File: src/rtl/regfile_write_arbiter_if.sv
// Write-back request/grant bundle between the control FSM sources and the
// register-file write arbiter.
interface regfile_write_arbiter_if #(
  parameter int unsigned DATA_W = 32,
  parameter int unsigned ADDR_W = 5
);
  logic              flush;
  logic [3:0]        Req;
  logic [3:0]        Ready;
  logic [DATA_W-1:0] AluData;
  logic [ADDR_W-1:0] AluRd;
  logic [DATA_W-1:0] LoadData;
  logic [ADDR_W-1:0] LoadRt;
  logic [DATA_W-1:0] LinkData;
  logic [DATA_W-1:0] SpData;
  logic              RegWrite;
  logic [ADDR_W-1:0] WriteReg;
  logic [DATA_W-1:0] WriteData;
  logic [2:0]        RegDest;
  logic              WritePending;

  // Request side: the write-back sources and control FSM
  modport master (
    output flush, Req, AluData, AluRd, LoadData, LoadRt, LinkData, SpData,
    input  Ready, RegWrite, WriteReg, WriteData, RegDest, WritePending
  );

  // Arbiter side: drives the register-file write port
  modport slave (
    input  flush, Req, AluData, AluRd, LoadData, LoadRt, LinkData, SpData,
    output Ready, RegWrite, WriteReg, WriteData, RegDest, WritePending
  );
endinterface

File: src/rtl/regfile_write_arbiter.sv
// Register-file write-port arbiter: one buffered request slot per write-back
// source (ALU, load, JAL link, stack pointer), round-robin grant, registered
// write port plus RegDest select code.
// Optional feature: define REGWR_ZERO_DROP_EN to silently retire writes to $0.
module regfile_write_arbiter #(
  parameter int unsigned DATA_W   = 32,
  parameter int unsigned ADDR_W   = 5,
  parameter int unsigned LINK_REG = 31,
  parameter int unsigned SP_REG   = 29
) (
  input logic                   clk,
  input logic                   reset,
  regfile_write_arbiter_if.slave bus
);
  localparam int unsigned NSRC   = 4;
  localparam int unsigned PTR_W  = 2;
  localparam int unsigned CODE_W = 3;

  localparam logic [CODE_W-1:0] CODE_RT   = 3'b000;
  localparam logic [CODE_W-1:0] CODE_RD   = 3'b001;
  localparam logic [CODE_W-1:0] CODE_LINK = 3'b010;
  localparam logic [CODE_W-1:0] CODE_SP   = 3'b011;

  typedef enum logic {IDLE, ARB} state_t;

  state_t            state;
  logic [NSRC-1:0]   pending;
  logic [PTR_W-1:0]  rr_ptr;
  logic [DATA_W-1:0] slot_data [NSRC];
  logic [ADDR_W-1:0] slot_dest [NSRC];
  logic [CODE_W-1:0] slot_code [NSRC];

  logic              reg_write_q;
  logic [ADDR_W-1:0] write_reg_q;
  logic [DATA_W-1:0] write_data_q;
  logic [CODE_W-1:0] reg_dest_q;
  logic              write_pending_q;

  logic [DATA_W-1:0] src_data [NSRC];
  logic [ADDR_W-1:0] src_dest [NSRC];
  logic [CODE_W-1:0] src_code [NSRC];

  logic [NSRC-1:0]   capture_c;
  logic [NSRC-1:0]   grant_oh_c;
  logic [NSRC-1:0]   pending_nxt_c;
  logic              grant_vld_c;
  logic [PTR_W-1:0]  grant_idx_c;
  logic [PTR_W-1:0]  cand_c;
  logic              drop_c;
  logic              write_c;

  // Per-source payload: link and sp have fixed destinations
  always_comb begin
    src_data[0] = bus.AluData;
    src_dest[0] = bus.AluRd;
    src_code[0] = CODE_RD;
    src_data[1] = bus.LoadData;
    src_dest[1] = bus.LoadRt;
    src_code[1] = CODE_RT;
    src_data[2] = bus.LinkData;
    src_dest[2] = ADDR_W'(LINK_REG);
    src_code[2] = CODE_LINK;
    src_data[3] = bus.SpData;
    src_dest[3] = ADDR_W'(SP_REG);
    src_code[3] = CODE_SP;
  end

  // Round-robin search starting one past the last granted slot
  always_comb begin
    grant_vld_c = 1'b0;
    grant_idx_c = rr_ptr;
    cand_c      = rr_ptr;
    for (int unsigned k = 1; k <= NSRC; k++) begin
      cand_c = rr_ptr + PTR_W'(k);
      if (!grant_vld_c && pending[cand_c]) begin
        grant_vld_c = 1'b1;
        grant_idx_c = cand_c;
      end
    end
    if (state != ARB || bus.flush) begin
      grant_vld_c = 1'b0;
    end
  end

`ifdef REGWR_ZERO_DROP_EN
  assign drop_c = (slot_dest[grant_idx_c] == '0);
`else
  assign drop_c = 1'b0;
`endif

  // Slot bookkeeping for the coming edge; flush discards everything
  always_comb begin
    grant_oh_c    = grant_vld_c ? (NSRC'(1) << grant_idx_c) : '0;
    capture_c     = bus.flush ? '0 : (bus.Req & ~pending);
    pending_nxt_c = bus.flush ? '0 : ((pending & ~grant_oh_c) | capture_c);
    write_c       = grant_vld_c & ~drop_c;
  end

  // FSM, slot storage, round-robin pointer and registered write port
  always_ff @(posedge clk) begin
    if (reset) begin
      state           <= IDLE;
      pending         <= '0;
      rr_ptr          <= PTR_W'(NSRC - 1);
      reg_write_q     <= 1'b0;
      write_reg_q     <= '0;
      write_data_q    <= '0;
      reg_dest_q      <= '0;
      write_pending_q <= 1'b0;
      for (int unsigned i = 0; i < NSRC; i++) begin
        slot_data[i] <= '0;
        slot_dest[i] <= '0;
        slot_code[i] <= '0;
      end
    end else begin
      pending         <= pending_nxt_c;
      reg_write_q     <= write_c;
      write_pending_q <= (|pending_nxt_c) | write_c;
      if (grant_vld_c) begin
        rr_ptr <= grant_idx_c;
      end
      if (write_c) begin
        write_reg_q  <= slot_dest[grant_idx_c];
        write_data_q <= slot_data[grant_idx_c];
        reg_dest_q   <= slot_code[grant_idx_c];
      end
      for (int unsigned i = 0; i < NSRC; i++) begin
        if (capture_c[i]) begin
          slot_data[i] <= src_data[i];
          slot_dest[i] <= src_dest[i];
          slot_code[i] <= src_code[i];
        end
      end
      case (state)
        IDLE: if (|capture_c) state <= ARB;
        ARB:  if (bus.flush || !(|pending_nxt_c)) state <= IDLE;
        default: state <= IDLE;
      endcase
    end
  end

  assign bus.Ready        = ~pending;
  assign bus.RegWrite     = reg_write_q;
  assign bus.WriteReg     = write_reg_q;
  assign bus.WriteData    = write_data_q;
  assign bus.RegDest      = reg_dest_q;
  assign bus.WritePending = write_pending_q;
endmodule

File: src/flat_wrapper.sv
// flat-port wrapper written by rule: the top's interface ports become plain ports
module regfile_write_arbiter_flat 
#(
  parameter int unsigned DATA_W   = 32,
  parameter int unsigned ADDR_W   = 5,
  parameter int unsigned LINK_REG = 31,
  parameter int unsigned SP_REG   = 29
)
  (clk, reset, bus_flush, bus_Req, bus_AluData, bus_AluRd, bus_LoadData, bus_LoadRt, bus_LinkData, bus_SpData, bus_Ready, bus_RegWrite, bus_WriteReg, bus_WriteData, bus_RegDest, bus_WritePending);
  regfile_write_arbiter_if #(.DATA_W(DATA_W), .ADDR_W(ADDR_W)) bus_i ();
  input logic clk;
  input logic reset;
  input wire logic [$bits(bus_i.flush)-1:0] bus_flush;
  input wire logic [$bits(bus_i.Req)-1:0] bus_Req;
  input wire logic [$bits(bus_i.AluData)-1:0] bus_AluData;
  input wire logic [$bits(bus_i.AluRd)-1:0] bus_AluRd;
  input wire logic [$bits(bus_i.LoadData)-1:0] bus_LoadData;
  input wire logic [$bits(bus_i.LoadRt)-1:0] bus_LoadRt;
  input wire logic [$bits(bus_i.LinkData)-1:0] bus_LinkData;
  input wire logic [$bits(bus_i.SpData)-1:0] bus_SpData;
  output wire logic [$bits(bus_i.Ready)-1:0] bus_Ready;
  output wire logic [$bits(bus_i.RegWrite)-1:0] bus_RegWrite;
  output wire logic [$bits(bus_i.WriteReg)-1:0] bus_WriteReg;
  output wire logic [$bits(bus_i.WriteData)-1:0] bus_WriteData;
  output wire logic [$bits(bus_i.RegDest)-1:0] bus_RegDest;
  output wire logic [$bits(bus_i.WritePending)-1:0] bus_WritePending;
  assign bus_i.flush = bus_flush;
  assign bus_i.Req = bus_Req;
  assign bus_i.AluData = bus_AluData;
  assign bus_i.AluRd = bus_AluRd;
  assign bus_i.LoadData = bus_LoadData;
  assign bus_i.LoadRt = bus_LoadRt;
  assign bus_i.LinkData = bus_LinkData;
  assign bus_i.SpData = bus_SpData;
  assign bus_Ready = bus_i.Ready;
  assign bus_RegWrite = bus_i.RegWrite;
  assign bus_WriteReg = bus_i.WriteReg;
  assign bus_WriteData = bus_i.WriteData;
  assign bus_RegDest = bus_i.RegDest;
  assign bus_WritePending = bus_i.WritePending;
  regfile_write_arbiter #(.DATA_W(DATA_W), .ADDR_W(ADDR_W), .LINK_REG(LINK_REG), .SP_REG(SP_REG)) u_core (.clk(clk), .reset(reset), .bus(bus_i));
endmodule
File: config.mk
export PLATFORM = sky130hd
export DESIGN_NAME = regfile_write_arbiter_flat
export DESIGN_NICKNAME = d
export VERILOG_FILES = /design/src/rtl/regfile_write_arbiter_if.sv /design/src/rtl/regfile_write_arbiter.sv /design/src/flat_wrapper.sv
export SDC_FILE = /design/constraint.sdc
export NUM_CORES = 1
export LEC_CHECK = 0
export ABC_AREA = 1
export BUFFER_PORTS_ARGS = -buffer_cell sky130_fd_sc_hd__buf_2
export CAP_MARGIN = 20
export CORE_MARGIN = 2
export CORE_UTILIZATION = 60
export CTS_BUF_LIST = sky130_fd_sc_hd__clkbuf_2
export DETAILED_ROUTE_END_ITERATION = 10
export PLACE_DENSITY = 0.87
export SYNTH_ARGS = -nofsm -noshare
export SYNTH_HDL_FRONTEND = slang
export SYNTH_SLANG_ARGS = --single-unit
export TNS_END_PERCENT = 5
File: constraint.sdc
create_clock -name clk -period 4.2 [get_ports clk]
set_clock_uncertainty 0.1 [all_clocks]
set_input_delay 0 -clock clk [delete_from_list [all_inputs] [get_ports clk]]
set_output_delay 0 -clock clk [all_outputs]
set_load 0.01 [all_outputs]
==> run_results.csv, run 1 <==
group,metric,value,unit
outcome,error_message,"[ERROR RSZ-0060] Max buffer count reached.",
floorplan,die_h,123,microns
synth,synth_top_area_share,49.2,%
clock_tree,cts.sink_count,189,
synth,sequential_share_of_the_synthesized_area,61.0,%
clock_tree,post-cts-setup-buffer-count,0,
place,place_congestion,0.858,
synth,synth_seq_cells,189,
floorplan,die_width,123,microns
outcome,flow.stopped_at,"clock tree synthesis",
place,io_buffers,189,
floorplan,row_count,43,
synth,synth_fp_nets,1014,
clock_tree,cts_max_path_buffers,2,
place,place.detailed.hpwl,13200,microns
synth,netlist_area,0.00848,sq mm
outcome,outcome,"stopped before the end",
synth,yosysTopAreaCell,"sky130_fd_sc_hd__edfxtp_1",
floorplan,initial_core_util,61.3,%
synth,synth.yosys.warnings,0,
clock_tree,cts_resized,0,
floorplan,top_level_ports,191,
clock_tree,cts-hold-fix-buffers,249,
clock_tree,cts_root_buf,"sky130_fd_sc_hd__clkbuf_2",
synth,yosys.cell_types.count,29,
clock_tree,numCtsBuffers,17,
synth,ys_top_cells_by_area,"sky130_fd_sc_hd__edfxtp_1 (49%), sky130_fd_sc_hd__dfxtp_1 (12%), sky130_fd_sc_hd__inv_1 (6.9%), sky130_fd_sc_hd__nor2_1 (6.7%), sky130_fd_sc_hd__nand2_1 (5.5%)",
synth,syn_area_per_cell,9.75,sq um
clock_tree,htree_num_levels,4,
synth,number_of_standard_cells_after_synthesis,869,
place,placed_insts,1198,
-- kinds of logic after synthesis --
logic type	share of synthesized area, %
AND/OR/NAND/NOR	17.9
other	0.0442
flip-flops	61.0
buffers and inverters	10.2
AO/OA/AOI/OAI	10.8
-- cells in the mapped netlist --
| cell | n |
|---|---|
| sky130_fd_sc_hd__a21oi_1 | 10 |
| sky130_fd_sc_hd__a31oi_1 | 2 |
| sky130_fd_sc_hd__a41oi_1 | 23 |
| sky130_fd_sc_hd__a41oi_2 | 9 |
| sky130_fd_sc_hd__buf_2 | 8 |
| sky130_fd_sc_hd__buf_4 | 9 |
| sky130_fd_sc_hd__buf_6 | 6 |
| sky130_fd_sc_hd__clkbuf_1 | 22 |
| sky130_fd_sc_hd__clkinv_1 | 1 |
| sky130_fd_sc_hd__conb_1 | 1 |
| sky130_fd_sc_hd__dfxtp_1 | 50 |
| sky130_fd_sc_hd__edfxtp_1 | 139 |
| sky130_fd_sc_hd__inv_1 | 156 |
| sky130_fd_sc_hd__inv_2 | 5 |
| sky130_fd_sc_hd__nand2_1 | 125 |
| sky130_fd_sc_hd__nand2_2 | 7 |
| sky130_fd_sc_hd__nand2_4 | 4 |
| sky130_fd_sc_hd__nand3_1 | 15 |
| sky130_fd_sc_hd__nand3_2 | 3 |
| sky130_fd_sc_hd__nand4_1 | 4 |
| sky130_fd_sc_hd__nor2_1 | 151 |
| sky130_fd_sc_hd__nor2_4 | 3 |
| sky130_fd_sc_hd__o211ai_1 | 41 |
| sky130_fd_sc_hd__o21ai_0 | 36 |
| sky130_fd_sc_hd__o21ai_1 | 1 |
| sky130_fd_sc_hd__o221ai_1 | 1 |
| sky130_fd_sc_hd__or2_0 | 4 |
| sky130_fd_sc_hd__or2_1 | 3 |
| sky130_fd_sc_hd__or2_2 | 30 |
-- per-stage QoR --
stage / setup WS [ps] / util, % / hold WS (ps) / instance area (sq um)
2_1_floorplan: 2250 / - / 64.2 / 8480
3_3_place_gp: 1250 / 68.3 / 195 / 9440
3_5_place_dp: 1080 / 68.3 / 200 / 9440
==> run 2, diff against run 1 <==
--- a/config.mk
+++ b/config.mk
@@ -9,10 +9,9 @@
 export BUFFER_PORTS_ARGS = -buffer_cell sky130_fd_sc_hd__buf_2
 export CAP_MARGIN = 20
 export CORE_MARGIN = 2
-export CORE_UTILIZATION = 60
-export CTS_BUF_LIST = sky130_fd_sc_hd__clkbuf_2
+export CORE_UTILIZATION = 40
 export DETAILED_ROUTE_END_ITERATION = 10
-export PLACE_DENSITY = 0.87
+export PLACE_DENSITY_LB_ADDON = 0.15
 export SYNTH_ARGS = -nofsm -noshare
 export SYNTH_HDL_FRONTEND = slang
 export SYNTH_SLANG_ARGS = --single-unit
==> run_results.csv, run 2 <==
group,metric,value,unit
outcome,outcome,"completed",
global_route,vias_in_the_first_global_route,7144,
routing,routed_via_density,4.72,
routing,detailedRoute.firstIterationViolations,474,
synth,sequential_share_of_the_synthesized_area,61.0,%
routing,detailroute.via_count,6956,
routing,number_of_nets_still_failing_antenna_checks_after_routing,0,
power,worst_vdd_rail_ir_drop,0.000228,V
global_route,grt_max_degree,52,
worst_setup_path,reg2reg_to,"u_core.pending[2]",
final_layout,layout-drive-gt1-share,24.6,%
place,io_buffers,189,
routing,drt_wl_total,24000,microns
power,leakagePower,5.40,nW
clock_tree,cts_root_buf,"sky130_fd_sc_hd__clkbuf_16",
worst_setup_path,r2r_start,"u_core.rr_ptr[0]",
sta,finalCritPeriodShare,79.0,%
floorplan,initial_core_util,40.6,%
power,p_per_area,399,mW/mm^2
routing,drt-met1-wl,10700,microns
floorplan,die_h,150,microns
sta,achievable-frequency,301,MHz
worst_setup_path,data_arrival_time_of_the_critical_path,3530,ps
clock_tree,numCtsBuffers,17,
worst_setup_path,reg2reg_slack,880,ps
routing,highest_layer,"met4",
worst_setup_path,start_kind,"flop",
hold_path,hold_path_startpoint,"bus_Req[2]",
hold_path,min_delay_worst_endpoint,"u_core.state",
synth,yosys.cell_types.count,29,
floorplan,floorplan.core_area,0.0209,sq mm
final_layout,largest_register,"u_core.slot_data",
global_route,globalRoute.totalOverflow,0,
final_layout,layout_commonest_cell,"sky130_fd_sc_hd__buf_2",
clock_tree,cts.sink_count,189,
worst_setup_path,path_class,"flop to flop",
clock_tree,path_clk_slew,70,ps
routing,met2RoutedLength,11600,microns
worst_setup_path,worst-endpoint-required,4410,ps
synth,syn_area_per_cell,9.75,sq um
synth,synth-edff-count,139,
synth,synth_fp_nets,1014,
place,place.detailed.hpwl,13900,microns
final_layout,largest_register_ffs,128,
hold_path,worst_hold_path_type,"primary input to flop",
sta,slew_of_the_pin_with_the_lowest_slew_margin,988,ps
synth,synth_top_area_share,49.2,%
floorplan,die_width,150,microns
sta,slew-limit-headroom,33.9,%
clock_tree,clock_tree_from_tritoncts,"built",
global_route,global_route.usage.total,22.1,%
synth,post_synth_most_frequent_cells,"sky130_fd_sc_hd__inv_1 (156), sky130_fd_sc_hd__nor2_1 (151), sky130_fd_sc_hd__edfxtp_1 (139)",
synth,number_of_standard_cells_after_synthesis,869,
sta,rsz0062_at_grt,"false",
floorplan,die-area,0.0224,sq mm
routing,post_drt_wl_per_cell,16.3,microns
final_layout,utilization,55.7,%
global_route,wire_length_of_the_first_global_routing_pass,37400,microns
synth,synth_async_sr_flop_share,0,%
final_layout,commonest_non_fill_non_tap_cells_in_the_layout,"sky130_fd_sc_hd__buf_2 (189), sky130_fd_sc_hd__inv_1 (156), sky130_fd_sc_hd__nor2_1 (151)",
run,timing.max_cap.violations,0,
sta,final.min_clock_period,3320,ps
synth,yosysTopAreaCell,"sky130_fd_sc_hd__edfxtp_1",
synth,ys_top_cells_by_area,"sky130_fd_sc_hd__edfxtp_1 (49%), sky130_fd_sc_hd__dfxtp_1 (12%), sky130_fd_sc_hd__inv_1 (6.9%), sky130_fd_sc_hd__nor2_1 (6.7%), sky130_fd_sc_hd__nand2_1 (5.5%)",
place,place_congestion,0.843,
floorplan,row_count,53,
clock_tree,clk-insertion-delay-late,430,ps
routing,dr.pass1.iters,5,
sta,final-hold-violation-count,0,
sta,slew_viol_final,0,
worst_setup_path,reg2reg_depth,12,
hold_path,hold-path-cell-count,5,
routing,detail_route.drc_violations,0,
global_route,initial_antenna_violation_count,0,
synth,synth_seq_cells,189,
routing,met3_length,1120,microns
synth,synth.yosys.warnings,0,
clock_tree,cts_max_path_buffers,2,
final_layout,finalNetCount,1331,
worst_setup_path,worst_setup_path_end_kind,"flop",
clock_tree,htree_num_levels,4,
final_layout,areaGrowthSynthToFinish,37.3,%
floorplan,top_level_ports,191,
sta,fin_setup_tns,0,ps
synth,ys_dominant_reg_cell,"sky130_fd_sc_hd__edfxtp_1",
final_layout,num_antenna_cells,0,
final_layout,final.fill_count,1856,
worst_setup_path,critPathMaxFanout,51,
synth,post-synth-top-count-cell,"sky130_fd_sc_hd__inv_1",
synth,netlist_area,0.00848,sq mm
sta,setup_viol,0,
[run 2: worst max-delay path by stage]
stage / startpoint / endpoint / slack, ps / cells past startpoint
after floorplan: u_core.pending[0] / u_core.slot_data[0][0] / 2250 / 3
after CTS: u_core.rr_ptr[0] / u_core.pending[2] / 890 / 12
after global routing: u_core.rr_ptr[0] / u_core.pending[2] / 570 / 12
after detailed placement: u_core.rr_ptr[0] / u_core.bus.WriteData[21] / 990 / 12
after global placement: u_core.rr_ptr[0] / u_core.bus.WriteData[29] / 1100 / 12
final: u_core.rr_ptr[0] / u_core.pending[2] / 880 / 12
[run 2: kinds of logic (layout without fill, tap and decap cells)]
family,count (synthesis),after routing,synth area share [%]
flops,189,189,61.0
buf+inv,207,537,10.2
compound gates,123,123,10.8
simple gates,349,349,17.9
other cells,1,1,0.0442
[run 2: cell type report]
cell class	count	area, sq um	area share (%)
clock buffer	19	443	3.81
clock inverter	13	128	1.10
inverter	162	608	5.22
multi-input combinational	473	2450	21.0
sequential	189	5170	44.5
tap	275	344	2.96
timing repair buffer	343	2490	21.4
[run 2: metrics by stage]
stage / total power [mW] / cells / cell area (sq um) / setup slack (ps) / hold slack, ps
after floorplan: 2.75 / 869 / 8480 / 2250 / 64.2
after global placement: 2.98 / 1296 / 9580 / 1100 / 199
after detailed placement: 2.99 / 1296 / 9580 / 992 / 201
after CTS: 4.67 / 1472 / 11600 / 890 / 9.81
after global routing: 4.85 / 1474 / 11600 / 570 / 68.2
final: 4.64 / 1474 / 11600 / 883 / 20.4
[run 2: critical path: stages (launching register included)]
cell,delay (ps)
sky130_fd_sc_hd__dfxtp_1,550
sky130_fd_sc_hd__inv_1,210
sky130_fd_sc_hd__nand2_1,100
sky130_fd_sc_hd__nand3_1,100
sky130_fd_sc_hd__nand2_1,150
sky130_fd_sc_hd__nor2_4,60
sky130_fd_sc_hd__nand3_1,100
sky130_fd_sc_hd__nand2_2,230
sky130_fd_sc_hd__inv_2,720
sky130_fd_sc_hd__nand3_1,150
sky130_fd_sc_hd__nand2_1,130
sky130_fd_sc_hd__a21oi_1,60
sky130_fd_sc_hd__dlygate4sd3_1,560
[run 2: layer usage]
layer	track usage (%)	vias up
li1	-	3460
met1	28.3	3253
met2	37.8	209
met3	3.38	34
met4	8.14	0
met5	0	-
[run 2: repair_timing]
item,4_1_cts,5_1_grt
setup buffers,0,0
endpoints found under the hold margin,150,0
hold buffers,144,0
gates resized for setup,0,0
[run 2: report_power, final]
group / switching, mW / internal, mW / total, mW
combinational: 0.530 / 0.339 / 0.870
sequential: 0.0498 / 2.14 / 2.19
clock: 0.740 / 0.849 / 1.59
Note: power is estimated with default switching activity, not from simulation.
==> run 3, diff against run 2 <==
==> constraint.sdc (replaced) <==
create_clock -name clk -period 3.4 [get_ports clk]
set_clock_uncertainty 0.1 [all_clocks]
set_input_delay 0 -clock clk [delete_from_list [all_inputs] [get_ports clk]]
set_output_delay 0 -clock clk [all_outputs]
set_load 0.01 [all_outputs]
==> run_results.csv, run 3 (synthesized netlist as in run 2, its figures left out) <==
group,metric,value,unit
final_layout,areaGrowthSynthToFinish,38.0,%
final_layout,num_antenna_cells,0,
floorplan,initial_core_util,40.6,%
sta,rsz0062_at_grt,"false",
final_layout,largest_register,"u_core.slot_data",
sta,fin_setup_tns,0,ps
sta,slew_viol_final,0,
global_route,grt_max_degree,47,
final_layout,layout-drive-gt1-share,25.0,%
clock_tree,path_clk_slew,80,ps
power,leakagePower,5.42,nW
sta,slew-limit-headroom,36.3,%
clock_tree,cts_max_path_buffers,2,
hold_path,worst_hold_path_type,"primary input to flop",
clock_tree,cts.sink_count,189,
routing,number_of_nets_still_failing_antenna_checks_after_routing,0,
place,place.detailed.hpwl,14500,microns
clock_tree,post-cts-setup-buffer-count,0,
place,place_congestion,0.780,
global_route,wire_length_of_the_first_global_routing_pass,36500,microns
clock_tree,clk-insertion-delay-late,440,ps
routing,detailedRoute.firstIterationViolations,421,
sta,finalCritPeriodShare,89.9,%
global_route,initial_antenna_violation_count,0,
final_layout,finalNetCount,1338,
routing,detail_route.drc_violations,0,
clock_tree,htree_num_levels,4,
final_layout,final-seq-area,0.00517,sq mm
clock_tree,numCtsBuffers,17,
clock_tree,cts_resized,0,
final_layout,commonest_non_fill_non_tap_cells_in_the_layout,"sky130_fd_sc_hd__buf_2 (189), sky130_fd_sc_hd__inv_1 (156), sky130_fd_sc_hd__nor2_1 (151)",
global_route,globalRoute.totalOverflow,0,
global_route,vias_in_the_first_global_route,6869,
routing,dr.pass1.iters,6,
routing,drt_wl_total,24100,microns
worst_setup_path,path_class,"flop to flop",
sta,final-hold-violation-count,0,
routing,met2RoutedLength,11900,microns
worst_setup_path,ordered_list_of_cells_on_the_worst_path,"inv_1 -> nand2_1 -> nand3_1 -> nand2_1 -> nor2_4 -> nand3_1 -> nand2_2 -> inv_2 -> nand3_1 -> nand2_1 -> a21oi_1 -> dlygate4sd3_1",
sta,achievable-frequency,327,MHz
routing,post_drt_wl_per_cell,16.3,microns
routing,met3_length,1240,microns
sta,setup_viol,0,
final_layout,multiInputGateArea,0.00245,sq mm
worst_setup_path,slowest_stage,"sky130_fd_sc_hd__dlygate4sd3_1",
clock_tree,cts_root_buf,"sky130_fd_sc_hd__clkbuf_16",
place,area_of_placed_instances,0.00966,sq mm
outcome,outcome,"completed",
routing,highest_layer,"met4",
worst_setup_path,worst-endpoint-required,3620,ps
final_layout,design_area,0.0117,sq mm
floorplan,row_count,53,
floorplan,die-area,0.0224,sq mm
global_route,global_route.usage.total,21.8,%
place,io_buffers,189,
worst_setup_path,data_arrival_time_of_the_critical_path,3280,ps
floorplan,floorplan.core_area,0.0209,sq mm
final_layout,final.fill_count,1841,
floorplan,die_h,150,microns
routing,routed_via_density,4.72,
routing,drt-met1-wl,10500,microns
routing,detailroute.via_count,6995,
clock_tree,cts-hold-fix-buffers,145,
run,timing.max_cap.violations,0,
worst_setup_path,crit_path_max_incr_delay,560,ps
final_layout,layout_commonest_cell,"sky130_fd_sc_hd__buf_2",
sta,slew_of_the_pin_with_the_lowest_slew_margin,952,ps
clock_tree,clock_tree_from_tritoncts,"built",
floorplan,top_level_ports,191,
final_layout,largest_register_ffs,128,
sta,final.min_clock_period,3060,ps
power,worst_vdd_rail_ir_drop,0.000301,V
worst_setup_path,worst_setup_path_end_kind,"flop",
power,p_per_area,495,mW/mm^2
worst_setup_path,start_kind,"flop",
floorplan,die_width,150,microns
worst_setup_path,critPathMaxFanout,25,
run 3: worst max-delay path: cells and delay by family, from the launching register on:
family | cells | cell delay (ps)
flops | 1 | 550
simple gates | 8 | 990
buf+inv | 3 | 1230
compound gates | 1 | 70
run 3: power breakdown:
part           internal [mW]  total (mW)  switching, mW
combinational          0.449        1.11          0.663
sequential              2.64        2.70         0.0610
clock                   1.04        1.98          0.943
total                   4.13        5.79           1.67
run 3: area by class of cell:
| cell class | instances | area share, % |
|---|---|---|
| clock buffers | 18 | 3.67 |
| clock inverters | 14 | 1.32 |
| inverters | 162 | 5.20 |
| flip-flops and latches | 189 | 44.2 |
| multi-input cells | 473 | 20.9 |
| well taps | 275 | 2.94 |
| repair buffers | 350 | 21.7 |
run 3: through the flow:
step | hold slack [ps] | total power [mW] | worst slack (ps) | cells | utilization [%]
2_1_floorplan | 64.2 | 3.40 | 1450 | 869 | -
3_5_place_dp | 200 | 3.74 | 410 | 1304 | 46.3
3_3_place_gp | 198 | 3.73 | 545 | 1304 | 46.3
4_1_cts | 264 | 5.85 | 389 | 1481 | 56.0
5_1_grt | 285 | 6.05 | 134 | 1481 | 56.0
6_report | 276 | 5.79 | 345 | 1481 | 56.0
run 3: final timing paths:
check | slack (ps) | cells past startpoint | from | end
hold reg to reg | 360 | 2 | u_core.slot_dest[2][3] | u_core.slot_dest[2][3]
setup / recovery | 340 | 12 | u_core.rr_ptr[0] | u_core.pending[2]
setup reg to reg | 340 | 12 | u_core.rr_ptr[0] | u_core.pending[2]
hold / removal | 280 | 4 | bus_LinkData[8] | u_core.slot_data[2][8]
run 3: metal layers:
metal  GRT usage, %  up-vias
li1               -     3475
met1           27.7     3247
met2           37.5      237
met3           4.24       36
met4           7.10        0
met5              0        -
==> run 4, diff against run 3 <==
--- a/config.mk
+++ b/config.mk
@@ -12,6 +12,7 @@
 export CORE_UTILIZATION = 40
 export DETAILED_ROUTE_END_ITERATION = 10
 export PLACE_DENSITY_LB_ADDON = 0.15
+export RECOVER_POWER = 25
 export SYNTH_ARGS = -nofsm -noshare
 export SYNTH_HDL_FRONTEND = slang
 export SYNTH_SLANG_ARGS = --single-unit
==> run_results.csv, run 4 (synthesized netlist as in run 2, its figures left out) <==
group,metric,value,unit
power,power,5.78,mW
clock_tree,numCtsBuffers,17,
floorplan,floorplan.core_area,0.0209,sq mm
power,seq_power_share,46.7,%
final_layout,final.fill_count,1865,
final_layout,multiInputGateArea,0.00244,sq mm
power,sw_frac_of_total,28.8,%
sta,achievable-frequency,325,MHz
place,placed_insts,1304,
worst_setup_path,cp.depth,12,
worst_setup_path,path_class,"flop to flop",
sta,final-hold-violation-count,0,
floorplan,row_count,53,
routing,number_of_nets_still_failing_antenna_checks_after_routing,0,
worst_setup_path,slowest_stage,"sky130_fd_sc_hd__dlygate4sd3_1",
power,total_switching_power,1.66,mW
power,p_per_area,497,mW/mm^2
power,power.clock.fraction,34.3,%
routing,drt_wl_total,24100,microns
final_layout,num_antenna_cells,0,
routing,post_drt_wl_per_cell,16.3,microns
sta,setup_viol,0,
routing,detailedRoute.firstIterationViolations,413,
place,place.detailed.hpwl,14500,microns
place,place_congestion,0.780,
final_layout,finalNetCount,1338,
power,leakagePower,5.23,nW
final_layout,commonest_non_fill_non_tap_cells_in_the_layout,"sky130_fd_sc_hd__inv_1 (157), sky130_fd_sc_hd__nor2_1 (151), sky130_fd_sc_hd__dlygate4sd3_1 (145)",
global_route,initial_antenna_violation_count,0,
power,internal-power,4.11,mW
worst_setup_path,crit_path_max_incr_delay,590,ps
clock_tree,path_clk_slew,70,ps
final_layout,largest_register_ffs,128,
sta,slew-limit-headroom,26.9,%
final_layout,finish.cell_count_without_fillers,1481,
global_route,wire_length_of_the_first_global_routing_pass,36500,microns
routing,dr.pass1.iters,4,
run,timing.max_cap.violations,0,
final_layout,areaGrowthSynthToFinish,37.2,%
sta,final.min_clock_period,3080,ps
final_layout,layout_commonest_cell,"sky130_fd_sc_hd__inv_1",
place,io_buffers,189,
global_route,vias_in_the_first_global_route,6869,
clock_tree,post-cts-setup-buffer-count,0,
floorplan,top_level_ports,191,
worst_setup_path,worst-endpoint-required,3620,ps
clock_tree,clk-insertion-delay-late,440,ps
clock_tree,clock_tree_from_tritoncts,"built",
sta,fin_setup_tns,0,ps
worst_setup_path,data_arrival_time_of_the_critical_path,3300,ps
worst_setup_path,ordered_list_of_cells_on_the_worst_path,"inv_1 -> nand2_1 -> nand3_1 -> nand2_1 -> nor2_4 -> nand3_1 -> nand2_2 -> inv_2 -> nand3_1 -> nand2_1 -> a21oi_1 -> dlygate4sd3_1",
worst_setup_path,critical_path.top_delay_family,"buffers and inverters",
hold_path,worst_hold_path_type,"primary input to flop",
power,worst_vdd_rail_ir_drop,0.000301,V
routing,detail_route.drc_violations,0,
power,combinationalPowerShare,19.0,%
floorplan,initial_core_util,40.6,%
worst_setup_path,start_kind,"flop",
final_layout,utilization,55.7,%
final_layout,layout-drive-gt1-share,20.7,%
outcome,outcome,"completed",
routing,routed_via_density,4.73,
sta,rsz0062_at_grt,"false",
final_layout,largest_register,"u_core.slot_data",
clock_tree,cts.sink_count,189,
routing,detailroute.via_count,6999,
global_route,globalRoute.totalOverflow,0,
worst_setup_path,critical_path_buf_inv_count,3,
worst_setup_path,reg2reg_depth,12,
sta,finalCritPeriodShare,90.4,%
global_route,global_route.usage.total,21.8,%
floorplan,die_width,150,microns
sta,slew_viol_final,0,
clock_tree,cts_root_buf,"sky130_fd_sc_hd__clkbuf_16",
clock_tree,htree_num_levels,4,
clock_tree,cts_max_path_buffers,2,
floorplan,die_h,150,microns
hold_path,hold-path-cell-count,4,
final_layout,final-seq-area,0.00517,sq mm
global_route,grt_max_degree,47,
worst_setup_path,worst_setup_path_end_kind,"flop",
sta,slew_of_the_pin_with_the_lowest_slew_margin,1100,ps
floorplan,die-area,0.0224,sq mm
worst_setup_path,critPathMaxFanout,25,
## run 4: layout make-up
cell class	instances	share of cell area, %
flip-flops and latches	189	44.5
repair buffers	350	21.3
multi-input cells	473	21.0
inverters	162	5.23
clock buffers	18	3.69
well taps	275	2.96
clock inverters	14	1.32
## run 4: power by group through the flow
stage	Sequential (mW)	Clock, mW	Combinational, mW
global placement	2.75	0	0.979
floorplan	2.75	0	0.649
detailed placement	2.75	0	0.991
finish	2.70	1.98	1.10
global route	2.72	2.11	1.21
CTS	2.70	2.03	1.12
## run 4: metrics by stage
stage | hold slack [ps] | area, sq um | worst slack, ps
finish | 278 | 11600 | 325
global route | 285 | 11600 | 126
CTS | 264 | 11700 | 389
detailed placement | 200 | 9660 | 410
global placement | 198 | 9660 | 545
floorplan | 64.2 | 8480 | 1450
## run 4: final timing paths
kind / from / to / slack [ps]
hold reg to reg: u_core.slot_dest[2][3] / u_core.slot_dest[2][3] / 360
setup reg to reg: u_core.rr_ptr[0] / u_core.pending[2] / 320
hold / removal: bus_LinkData[8] / u_core.slot_data[2][8] / 280
setup / recovery: u_core.rr_ptr[0] / u_core.pending[2] / 320
## run 4: timing repair
item                      4_1_cts  5_1_grt
resized for setup               0        0
hold buffers                  145        0
hold endpoints to repair      150        0
## run 4: tightest hold or removal path: cells and delay by family
family                 cells  cell delay [ps]
buffers and inverters      3              630
and+or+nand+nor            1               80
## run 4: metal layers
metal | track usage, % | share of wire [%] | vias to the layer above
met4 | 7.10 | 2.2 | 0
met5 | 0 | 0 | -
li1 | - | - | 3478
met2 | 37.5 | 49 | 225
met3 | 4.24 | 5.1 | 40
met1 | 27.7 | 43 | 3256
